## config.mk

```make
export PLATFORM = sky130hd
export DESIGN_NAME = axi_stream_fcmp
export DESIGN_NICKNAME = d
export VERILOG_FILES = /design/src/rtl/axi_stream_fcmp.sv
export SDC_FILE = /design/constraint.sdc
export NUM_CORES = 1
export LEC_CHECK = 0
export BUFFER_PORTS_ARGS = -buffer_cell sky130_fd_sc_hd__buf_2
export CELL_PAD_IN_SITES_DETAIL_PLACEMENT = 1
export CELL_PAD_IN_SITES_GLOBAL_PLACEMENT = 1
export CORE_MARGIN = 2
export CORE_UTILIZATION = 45
export CTS_CLUSTER_DIAMETER = 60
export CTS_CLUSTER_SIZE = 14
export DETAILED_ROUTE_END_ITERATION = 16
export PLACE_DENSITY = 0.82
export SYNTH_ARGS = -nofsm -noshare
export SYNTH_HDL_FRONTEND = slang
export SYNTH_SLANG_ARGS = --single-unit
```

## constraint.sdc

```tcl
create_clock -name clk -period 6.32 [get_ports clk]
set_input_delay 0 -clock clk [delete_from_list [all_inputs] [get_ports clk]]
set_output_delay 0 -clock clk [all_outputs]
set_load 0.03 [all_outputs]
```

## src/rtl/axi_stream_fcmp.sv

```systemverilog
// Three-channel AXI-Stream IEEE-754 single-precision comparator (LT / EQ / LE).
// Each input channel has a one-entry slot; a full operand set fires into a one-entry result register.
module axi_stream_fcmp #(
  parameter int OP_W = 8
) (
  input  logic            clk,
  input  logic            rst,
  input  logic [31:0]     fcmp_a_tdata,
  input  logic            fcmp_a_tvalid,
  output logic            fcmp_a_tready,
  input  logic [31:0]     fcmp_b_tdata,
  input  logic            fcmp_b_tvalid,
  output logic            fcmp_b_tready,
  input  logic [OP_W-1:0] fcmp_operation_tdata,
  input  logic            fcmp_operation_tvalid,
  output logic            fcmp_operation_tready,
  output logic [OP_W-1:0] fcmp_r_tdata,
  output logic            fcmp_r_tvalid,
  input  logic            fcmp_r_tready
);

  typedef enum logic [2:0] {
    OP_LT = 3'b001,
    OP_EQ = 3'b010,
    OP_LE = 3'b011
  } cmp_op_e;

  logic [31:0] a_q, b_q;
  logic [2:0]  op_q;
  logic        a_full, b_full, op_full;
  logic        r_valid;
  logic [OP_W-1:0] r_data;
  logic        fire;
  logic        a_nan, b_nan, both_zero, lt, eq, cond;

  // Only the op-code field [5:3] carries meaning; the rest of the op word is dropped.
  logic unused_op_bits;
  assign unused_op_bits = ^{fcmp_operation_tdata[OP_W-1:6], fcmp_operation_tdata[2:0]};

  // Ready comes straight from the full flags, so no tvalid/tready path is combinational.
  assign fcmp_a_tready         = !a_full;
  assign fcmp_b_tready         = !b_full;
  assign fcmp_operation_tready = !op_full;
  assign fcmp_r_tvalid         = r_valid;
  assign fcmp_r_tdata          = r_data;

  assign fire = a_full && b_full && op_full && (!r_valid || fcmp_r_tready);

  always_comb begin
    // NOTE: every output of this block is assigned before any branch so no latch is inferred.
    lt        = 1'b0;
    cond      = 1'b0;
    a_nan     = (a_q[30:23] == 8'hFF) && (a_q[22:0] != 23'd0);
    b_nan     = (b_q[30:23] == 8'hFF) && (b_q[22:0] != 23'd0);
    both_zero = (a_q[30:0] == 31'd0) && (b_q[30:0] == 31'd0);
    eq        = !a_nan && !b_nan && ((a_q == b_q) || both_zero);
    if (!a_nan && !b_nan && !both_zero) begin
      case ({a_q[31], b_q[31]})
        2'b00:   lt = a_q[30:0] < b_q[30:0];
        2'b10:   lt = 1'b1;
        2'b11:   lt = b_q[30:0] < a_q[30:0];  // both negative: larger magnitude is smaller
        default: lt = 1'b0;
      endcase
    end
    case (op_q)
      OP_LT:   cond = lt;
      OP_EQ:   cond = eq;
      OP_LE:   cond = lt || eq;
      default: cond = 1'b0;
    endcase
  end

  // NOTE: operand data registers carry no reset; their full flags alone decide validity.
  always_ff @(posedge clk) begin
    if (fcmp_a_tvalid && !a_full)         a_q  <= fcmp_a_tdata;
    if (fcmp_b_tvalid && !b_full)         b_q  <= fcmp_b_tdata;
    if (fcmp_operation_tvalid && !op_full) op_q <= fcmp_operation_tdata[5:3];
  end

  // NOTE: sequential state uses non-blocking assignments so every register samples pre-edge values.
  always_ff @(posedge clk) begin
    if (rst) begin
      a_full  <= 1'b0;
      b_full  <= 1'b0;
      op_full <= 1'b0;
      r_valid <= 1'b0;
      r_data  <= '0;
    end else begin
      // Fire needs every slot full, so a slot never accepts and clears in the same cycle.
      if (fcmp_a_tvalid && !a_full)          a_full  <= 1'b1;
      else if (fire)                         a_full  <= 1'b0;
      if (fcmp_b_tvalid && !b_full)          b_full  <= 1'b1;
      else if (fire)                         b_full  <= 1'b0;
      if (fcmp_operation_tvalid && !op_full) op_full <= 1'b1;
      else if (fire)                         op_full <= 1'b0;

      if (fire) begin
        r_valid <= 1'b1;
        r_data  <= {{(OP_W-1){1'b0}}, cond};
      end else if (fcmp_r_tready) begin
        r_valid <= 1'b0;
      end
    end
  end

endmodule

```

Word-level counts from Yosys, hierarchy flattened

Index checks and enable logic that the tools add are counted.
W data, S select, Z words.

Register bits after elaboration: 72
Bits of input ports: 78
Output and inout port bits: 12
Word-level logic and storage cells: 58

$lt $le $gt $ge: 2
Equality and inequality tests: 8
Multiplexer cells: 9
Reductions and logical operators: 31

Operators by type and width:

| operator             | count |
|---|---|
| $logic_not A31 Y1    | 2 |
| $lt A31 B31 Y1       | 2 |
| $reduce_bool A23 Y1  | 2 |
| $eq A32 B32 Y1       | 1 |
| $eq A8 B8 Y1 const B | 2 |
| $logic_and A1 B1 Y1  | 12 |
| $reduce_bool A2 Y1   | 4 |
| $logic_not A1 Y1     | 7 |
| $mux W1              | 7 |
| $eq A3 B2 Y1 const B | 2 |
| $pmux W1 S3          | 2 |
| $eq A2 B2 Y1 const B | 2 |
| $eq A3 B1 Y1 const B | 1 |
| $logic_or A1 B1 Y1   | 3 |
| $logic_not A2 Y1     | 1 |

Logic depth before layout (Yosys ltp)

Gate-level depths: netlist (run 1).

Depth in word-level cells: 8
Mapped depth: 8
Gate-level depth less buffers: 8

Worst setup path after synthesis (run 1)

Ideal clock, no wire load.

Path type: register -> register
From: register b_full
To: register b_q[0] (enable)
Library setup time: 0.425 ns
Arrival: 1.775 ns
Required time: 5.895 ns
Setup slack: 4.120 ns
Stages on the path, launching flop included: 2
Path buffers: 0
Clock period less this slack: 2.200 ns
Cells stage by stage: dfxtp_1 -> nor2b_1

Longest elaborated chain between the ends: 2

RTL lines:

| item                   | line | text |
|---|---|---|
| start, declared        | 30   | `logic a_full, b_full, op_full;` |
| start signal, assigned | 84   | `b_full <= 1'b0;` |
| start signal, assigned | 92   | `if (fcmp_b_tvalid && !b_full) b_full <= 1'b1;` |
| start signal, assigned | 93   | `else if (fire) b_full <= 1'b0;` |
| $logic_not A1 Y1       | 76   | `if (fcmp_b_tvalid && !b_full) b_q <= fcmp_b_tdata;` |
| $logic_and A1 B1 Y1    | 76   |  |
| end signal, assigned   | 76   |  |
| end, declared          | 28   | `logic [31:0] a_q, b_q;` |

Every way passes these cells.
A chain may end at the register's enable or synchronous reset.

Worst setup path in the final report (run 1)

From: register b_q[5]
To: register r_data[0], in the netlist fcmp_r_tdata[0]

Longest elaborated chain between the ends: 8
Elaborated cells on any way between the ends: 17
Those cells by class: order compare (2); eq/ne (1); mux (3); reduce/logical (11)

RTL lines:

| item                                                                   | line | text |
|---|---|---|
| parallel branches: the longest is 7 deep, another holds $lt A31 B31 Y1 | n/a  |  |
| $pmux W1 S3 *                                                          | 65   | `case (op_q)` |
| end signal, assigned                                                   | 99   | `r_data <= {{(OP_W-1){1'b0}}, cond};` |
| end, declared                                                          | 32   | `logic [OP_W-1:0] r_data;` |

Every way passes the cells marked *.

==> out/qor.txt, run 1 <==
DRC viols: 0
Final TNS setup: 0 ps
R2r setup slk: 3990 ps
Clock Sinks: 72
I/O pins: 90
Synth top cells by count: 67 x edfxtp_1, 42 x inv_1, 35 x ha_1
CTS clock-pin slew for the worst setup and hold paths: 80 ps
All-Layer GR Usage: 0.2501
Ranking of synthesized cells by area: edfxtp_1 59%, ha_1 13%, inv_1 4.6%, dfxtp_1 2.9%, a21oi_1 2.0%
Clock latency on the worst-skew pair: 360 ps
WL per Instance: 18.87 um
IO buf count: 77
Synth area leader: edfxtp_1
Register-to-Register Path Depth: 6
Placed Area: 3921 um^2
Outcome: finished, final reports clean
Most instantiated library cell after synthesis: edfxtp_1
Floorplan row count: 31
Overall power: 0.001091 W
Min Hold Slack: 92.76 ps
# fillers: 770
Die Span Y: 91.21 um
Ys async rst share: 0
Layout area overhead: 41.35%
Pin count of the biggest net entering global routing: 33
Peak supply drop: 165.7 uV
Hold Path Origin: fcmp_r_tready
Vias post-DR: 2,705
Final Instance Area: 4837 um^2
Hold path endpoint: a_full
Worst r2r dst: fcmp_r_tdata[0]
Setup-failing EPs final: 0
Unique masters post-synth: 40
Total Wirelength: 9848 um
Sequential area share after synthesis: 0.6172
CTS tree: built
Layout cells sized above 1: 0.2607
Final hold vios: 0
Fmax: 428.5 MHz
Final period util: 0.3693
Number of flops mapped to enable cells by yosys: 67
CTS Buf Count: 9
#FFs+latches synth: 72
Max_slew headroom: 0.6180
Iter 0 DRT Violations: 82
Pins Over Slew Limit: 0
Via/cell ratio: 5.182
Mean Syn Cell Area: 13.32 um^2
Max-cap violations: 0
Critical path type: register to register
CP arrival: 2610 ps
Dominant synthesized flop cell: edfxtp_1
Period minus WS final: 2334 ps
Vias in the first global route: 3,038
CTS resizes: 0
Synth Instances: 257
Pwr Density: 225.5 nW/um^2
Worst Path Required: 6590 ps
Core area: 7292 um^2
Initial antenna violation count: 1
GPL Wtd Cong: 0.8182
Clk_skew: 22.17 ps
Yosys warns: 0
Initial DRT Pass Iterations: 4
CTS Buffer Depth: 2
Nets: 531
Global-route wire length before repair: 15,530 um
Die span in x: 91.21 um
Kind of end point of the critical path: register
Final ANT Viol Nets: 0
Slew @ Worst Pin: 567.7 ps
Cell Area, Synth: 3422 um^2
Yosys top cell area share: 0.5879
R2r startpoint: b_q[5]
CP Launch Point: b_q[5]
Final core occ: 0.6633
CTS H-tree lvls: 3
CP max FO: 3
Unrepaired setup endpoints after global routing: false
Hold Path Depth: 4
Critical path launch point type: register
Initial Util: 0.4693
Clock root buffer: clkbuf_8
Leak: 2.111 nW
GRT overflow: 0
Worst hold-check path type: input pin to register
Detailed placer's ending HPWL: 5956 um
Die area: 8318 um^2
[registers in the layout, indices dropped and copies added (netlist names)]
| name | flops |
|---|---|
| fcmp_r_tdata | 1 |
| a_full | 1 |
| fcmp_r_tvalid | 1 |
| b_q | 32 |
| op_full | 1 |
| b_full | 1 |
| op_q | 3 |
| a_q | 32 |
[layout by cell type (no fill, tap or decap), types with 2 or more instances in the layout]
cell type	Yosys	final
clkbuf_8	0	9
o21a_1	2	2
nor2b_2	0	2
nor3_1	6	6
nor4_1	11	11
buf_2	0	77
a21oi_1	14	14
nand3_1	5	5
o21ai_1	2	2
or4_4	3	3
nand2_1	7	7
inv_1	42	42
ha_1	35	35
nand4_1	10	10
clkinv_4	0	2
nand4_2	3	3
o21ai_0	3	3
conb_1	1	7
edfxtp_1	67	67
buf_4	7	2
o31ai_1	3	3
or4_1	2	2
a221oi_1	2	2
nor2_1	6	6
dfxtp_1	5	5
dlygate4sd3_1	0	72
[power by group]
group          internal (W)  switching, W  total, W
clock              0.000182      0.000186  0.000368
sequential         0.000554     0.0000202  0.000574
combinational     0.0000743     0.0000740  0.000148
total              0.000811      0.000280   0.00109
[stage by stage]
step,setup WS [ps],std cells
after floorplan,4120,263
after global placement,4090,434
after detailed placement,4059,434
after CTS,4028,521
after global routing,3911,522
final,3986,522
[worst max-delay path: stages (launching register included)]
cell	delay, ps
edfxtp_1	420
or4_1	620
or4_4	560
nor4_4	190
a221o_2	200
a41oi_1	110
a31oi_1	140
[cell families after synthesis]
kind of cell,count (synthesis),share of synthesized area
AO/OA/AOI/OAI,36,0.07093
adder cells (fa/ha/maj),35,0.1280
flip-flops,72,0.6172
buffers and inverters,49,0.06143
AND/OR/NAND/NOR,64,0.1214
other,1,0.001096
[timing repair]
| action | CTS | global route |
|---|---|---|
| buffers inserted | 0 | 0 |
| endpoints found under the hold margin | 71 | 0 |
| hold buffers | 72 | 0 |
[worst max path at each step]
stage                      endpoint  slack [ps]
global route        fcmp_r_tdata[0]        3910
CTS                 fcmp_r_tdata[0]        4030
global placement    fcmp_r_tdata[0]        4090
finish              fcmp_r_tdata[0]        3990
detailed placement  fcmp_r_tdata[0]        4060
floorplan                    b_q[0]        4120
[metal layers]
layer / up-vias / global-route usage / part of all wire
li1: 1277 / - / -
met2: 95 / 0.4543 / 0.53
met1: 1316 / 0.2804 / 0.40
met5: - / 0 / 0
met4: 0 / 0.09722 / 0.021
met3: 17 / 0.06224 / 0.046
[layout make-up]
class                      instances  area [um^2]  share of cell area
clock buffer                       9        123.9             0.02561
multi-input combinational        142         1127              0.2331
sequential                        72         2112              0.4366
antenna                            1        2.502           0.0005173
timing repair buffer             151         1121              0.2318
inverter                          42        157.7             0.03259
tap                               99        123.9             0.02561
clock inverter                     6        68.82             0.01423
No activity file was read; power rests on OpenSTA's default activity.
==> inputs of run 2 (changes only) <==
--- a/config.mk
+++ b/config.mk
@@ -9,11 +9,11 @@
 export CELL_PAD_IN_SITES_DETAIL_PLACEMENT = 1
 export CELL_PAD_IN_SITES_GLOBAL_PLACEMENT = 1
 export CORE_MARGIN = 2
-export CORE_UTILIZATION = 45
+export CORE_UTILIZATION = 38
 export CTS_CLUSTER_DIAMETER = 60
 export CTS_CLUSTER_SIZE = 14
 export DETAILED_ROUTE_END_ITERATION = 16
-export PLACE_DENSITY = 0.82
+export PLACE_DENSITY = 0.73
 export SYNTH_ARGS = -nofsm -noshare
 export SYNTH_HDL_FRONTEND = slang
 export SYNTH_SLANG_ARGS = --single-unit
==> constraint.sdc (replaced) <==
create_clock -name clk -period 2.1 [get_ports clk]
set_input_delay 0 -clock clk [delete_from_list [all_inputs] [get_ports clk]]
set_output_delay 0 -clock clk [all_outputs]
set_load 0.03 [all_outputs]
==> out/qor.txt, run 2 (synthesis results as in run 1) <==
Hold Path Depth: 4
Worst hold-check path type: input pin to register
Critical path cell sequence: or4_1, or4_4, nor4_4, a221o_2, a41oi_2, a31oi_1
Leak: 2.192 nW
R2r setup slk: -150 ps
Peak supply drop: 366.1 uV
Nets: 544
Pins Over Slew Limit: 0
Clock Sinks: 72
Die Span Y: 98.90 um
CTS tree: built
CTS Buffer Depth: 2
Commonest cells after routing, fill and taps aside: 77 x buf_2, 72 x dlygate4sd3_1, 67 x edfxtp_1, 42 x inv_1, 35 x ha_1
Vias in the first global route: 3,027
Cell Count, Final, Fillers Out: 544
Layout area overhead: 45.85%
Register-to-Register Path Depth: 6
Initial DRT Pass Iterations: 4
Final TNS setup: -151.1 ps
All-Layer GR Usage: 0.2006
Failing checks: negative setup slack
IO buf count: 77
Top delay family on crit path: simple AND/OR/NAND/NOR gates
# fillers: 889
Placed Area: 4030 um^2
Buf/Inv on CP: 0
Unrepaired setup endpoints after global routing: true
Overall power: 0.003430 W
Clock latency on the worst-skew pair: 350 ps
R2r startpoint: b_q[5]
Worst Path Required: 2380 ps
Die area: 9780 um^2
Final ANT Viol Nets: 0
Clk_skew: 4.622 ps
Clock root buffer: clkbuf_8
Final Instance Area: 4991 um^2
Setup-failing EPs final: 1
Iter 0 DRT Violations: 122
Via/cell ratio: 4.961
Number of setup buffers added after CTS: 0
I/O pins: 90
Critical path type: register to register
Floorplan row count: 34
Max-cap violations: 0
Die span in x: 98.90 um
Pwr Density: 687.3 nW/um^2
Crit-path max cell delay: 580 ps
DRC viols: 0
CTS clock-pin slew for the worst setup and hold paths: 80 ps
Detailed placer's ending HPWL: 6190 um
Placed insts: 456
Slowest cell on crit path: or4_1
Largest regs: a_q (32), b_q (32), op_q (3)
CP arrival: 2530 ps
Outcome: finished with violations
GRT overflow: 0
Initial Util: 0.3924
Period minus WS final: 2251 ps
Final hold vios: 0
Global-route wire length before repair: 14,860 um
Kind of end point of the critical path: register
Ant. Diodes: 0
Layout cells sized above 1: 0.2890
CTS Buf Count: 9
CP max FO: 3
Hold Path Origin: fcmp_r_tready
Final period util: 1.072
Total Wirelength: 9302 um
Vias post-DR: 2,699
Initial antenna violation count: 0
WL per Instance: 17.10 um
GPL Wtd Cong: 0.8418
Critical path launch point type: register
Hold path endpoint: a_full
Worst setup margin: -151.1 ps
Fmax: 444.2 MHz
Commonest non-fill, non-tap cell in the layout: buf_2
Pin count of the biggest net entering global routing: 33
Worst r2r dst: fcmp_r_tdata[0]
Core area: 8721 um^2
CTS H-tree lvls: 3
## run 2: layer usage
metal | vias up | track usage | routed length, um
li1 | 1301 | - | -
met1 | 1299 | 0.2243 | 3685
met2 | 79 | 0.3690 | 4945
met3 | 20 | 0.03262 | 378
met4 | 0 | 0.09589 | 292
met5 | - | 0 | 0
## run 2: where the power goes
part,internal (W),leakage (nW),switching [W],total [W]
clock network,0.000681,0.110,0.000572,0.00125
logic,0.000236,1.40,0.000218,0.000454
registers,0.00167,0.680,0.0000561,0.00172
total,0.00258,2.19,0.000846,0.00343
## run 2: how the worst max path moves through the flow
stage | startpoint | endpoint | cells after the start
global placement | b_q[10] | fcmp_r_tdata[0] | 7
finish | b_q[5] | fcmp_r_tdata[0] | 6
CTS | b_q[7] | fcmp_r_tdata[0] | 6
floorplan | b_q[7] | fcmp_r_tdata[0] | 6
detailed placement | b_q[7] | fcmp_r_tdata[0] | 6
global route | b_q[7] | fcmp_r_tdata[0] | 6
## run 2: area by class of cell
class / instances / area [um^2] / area share
Clock buffer: 9 / 123.9 / 0.02482
Tap cell: 108 / 135.1 / 0.02707
Timing Repair Buffer: 164 / 1219 / 0.2442
Multi-Input combinational cell: 142 / 1141 / 0.2286
Inverter: 42 / 157.7 / 0.03159
Sequential cell: 72 / 2112 / 0.4232
Clock inverter: 7 / 102.6 / 0.02056
## run 2: worst register-to-register path, stage by stage, from the launching register on
cell	delay [ps]
edfxtp_1	390
or4_1	580
or4_4	550
nor4_4	190
a221o_2	210
a41oi_2	110
a31oi_1	150
## run 2: what timing repair did
item,4_1_cts,5_1_grt
hold buffers,72,0
resized for setup,0,2
hold endpoints to repair,71,0
setup endpoints to repair,1,1
## run 2: per-stage QoR
stage | setup WS, ps | hold WS [ps] | utilization
after floorplan | 1.276 | 69.07 | -
after global placement | -88.92 | 176.4 | 0.4621
after detailed placement | -135.8 | 178.3 | 0.4621
after CTS | -158.1 | 82.16 | 0.5707
after global routing | -254.6 | 143.2 | 0.5723
final | -151.1 | 96.49 | 0.5723
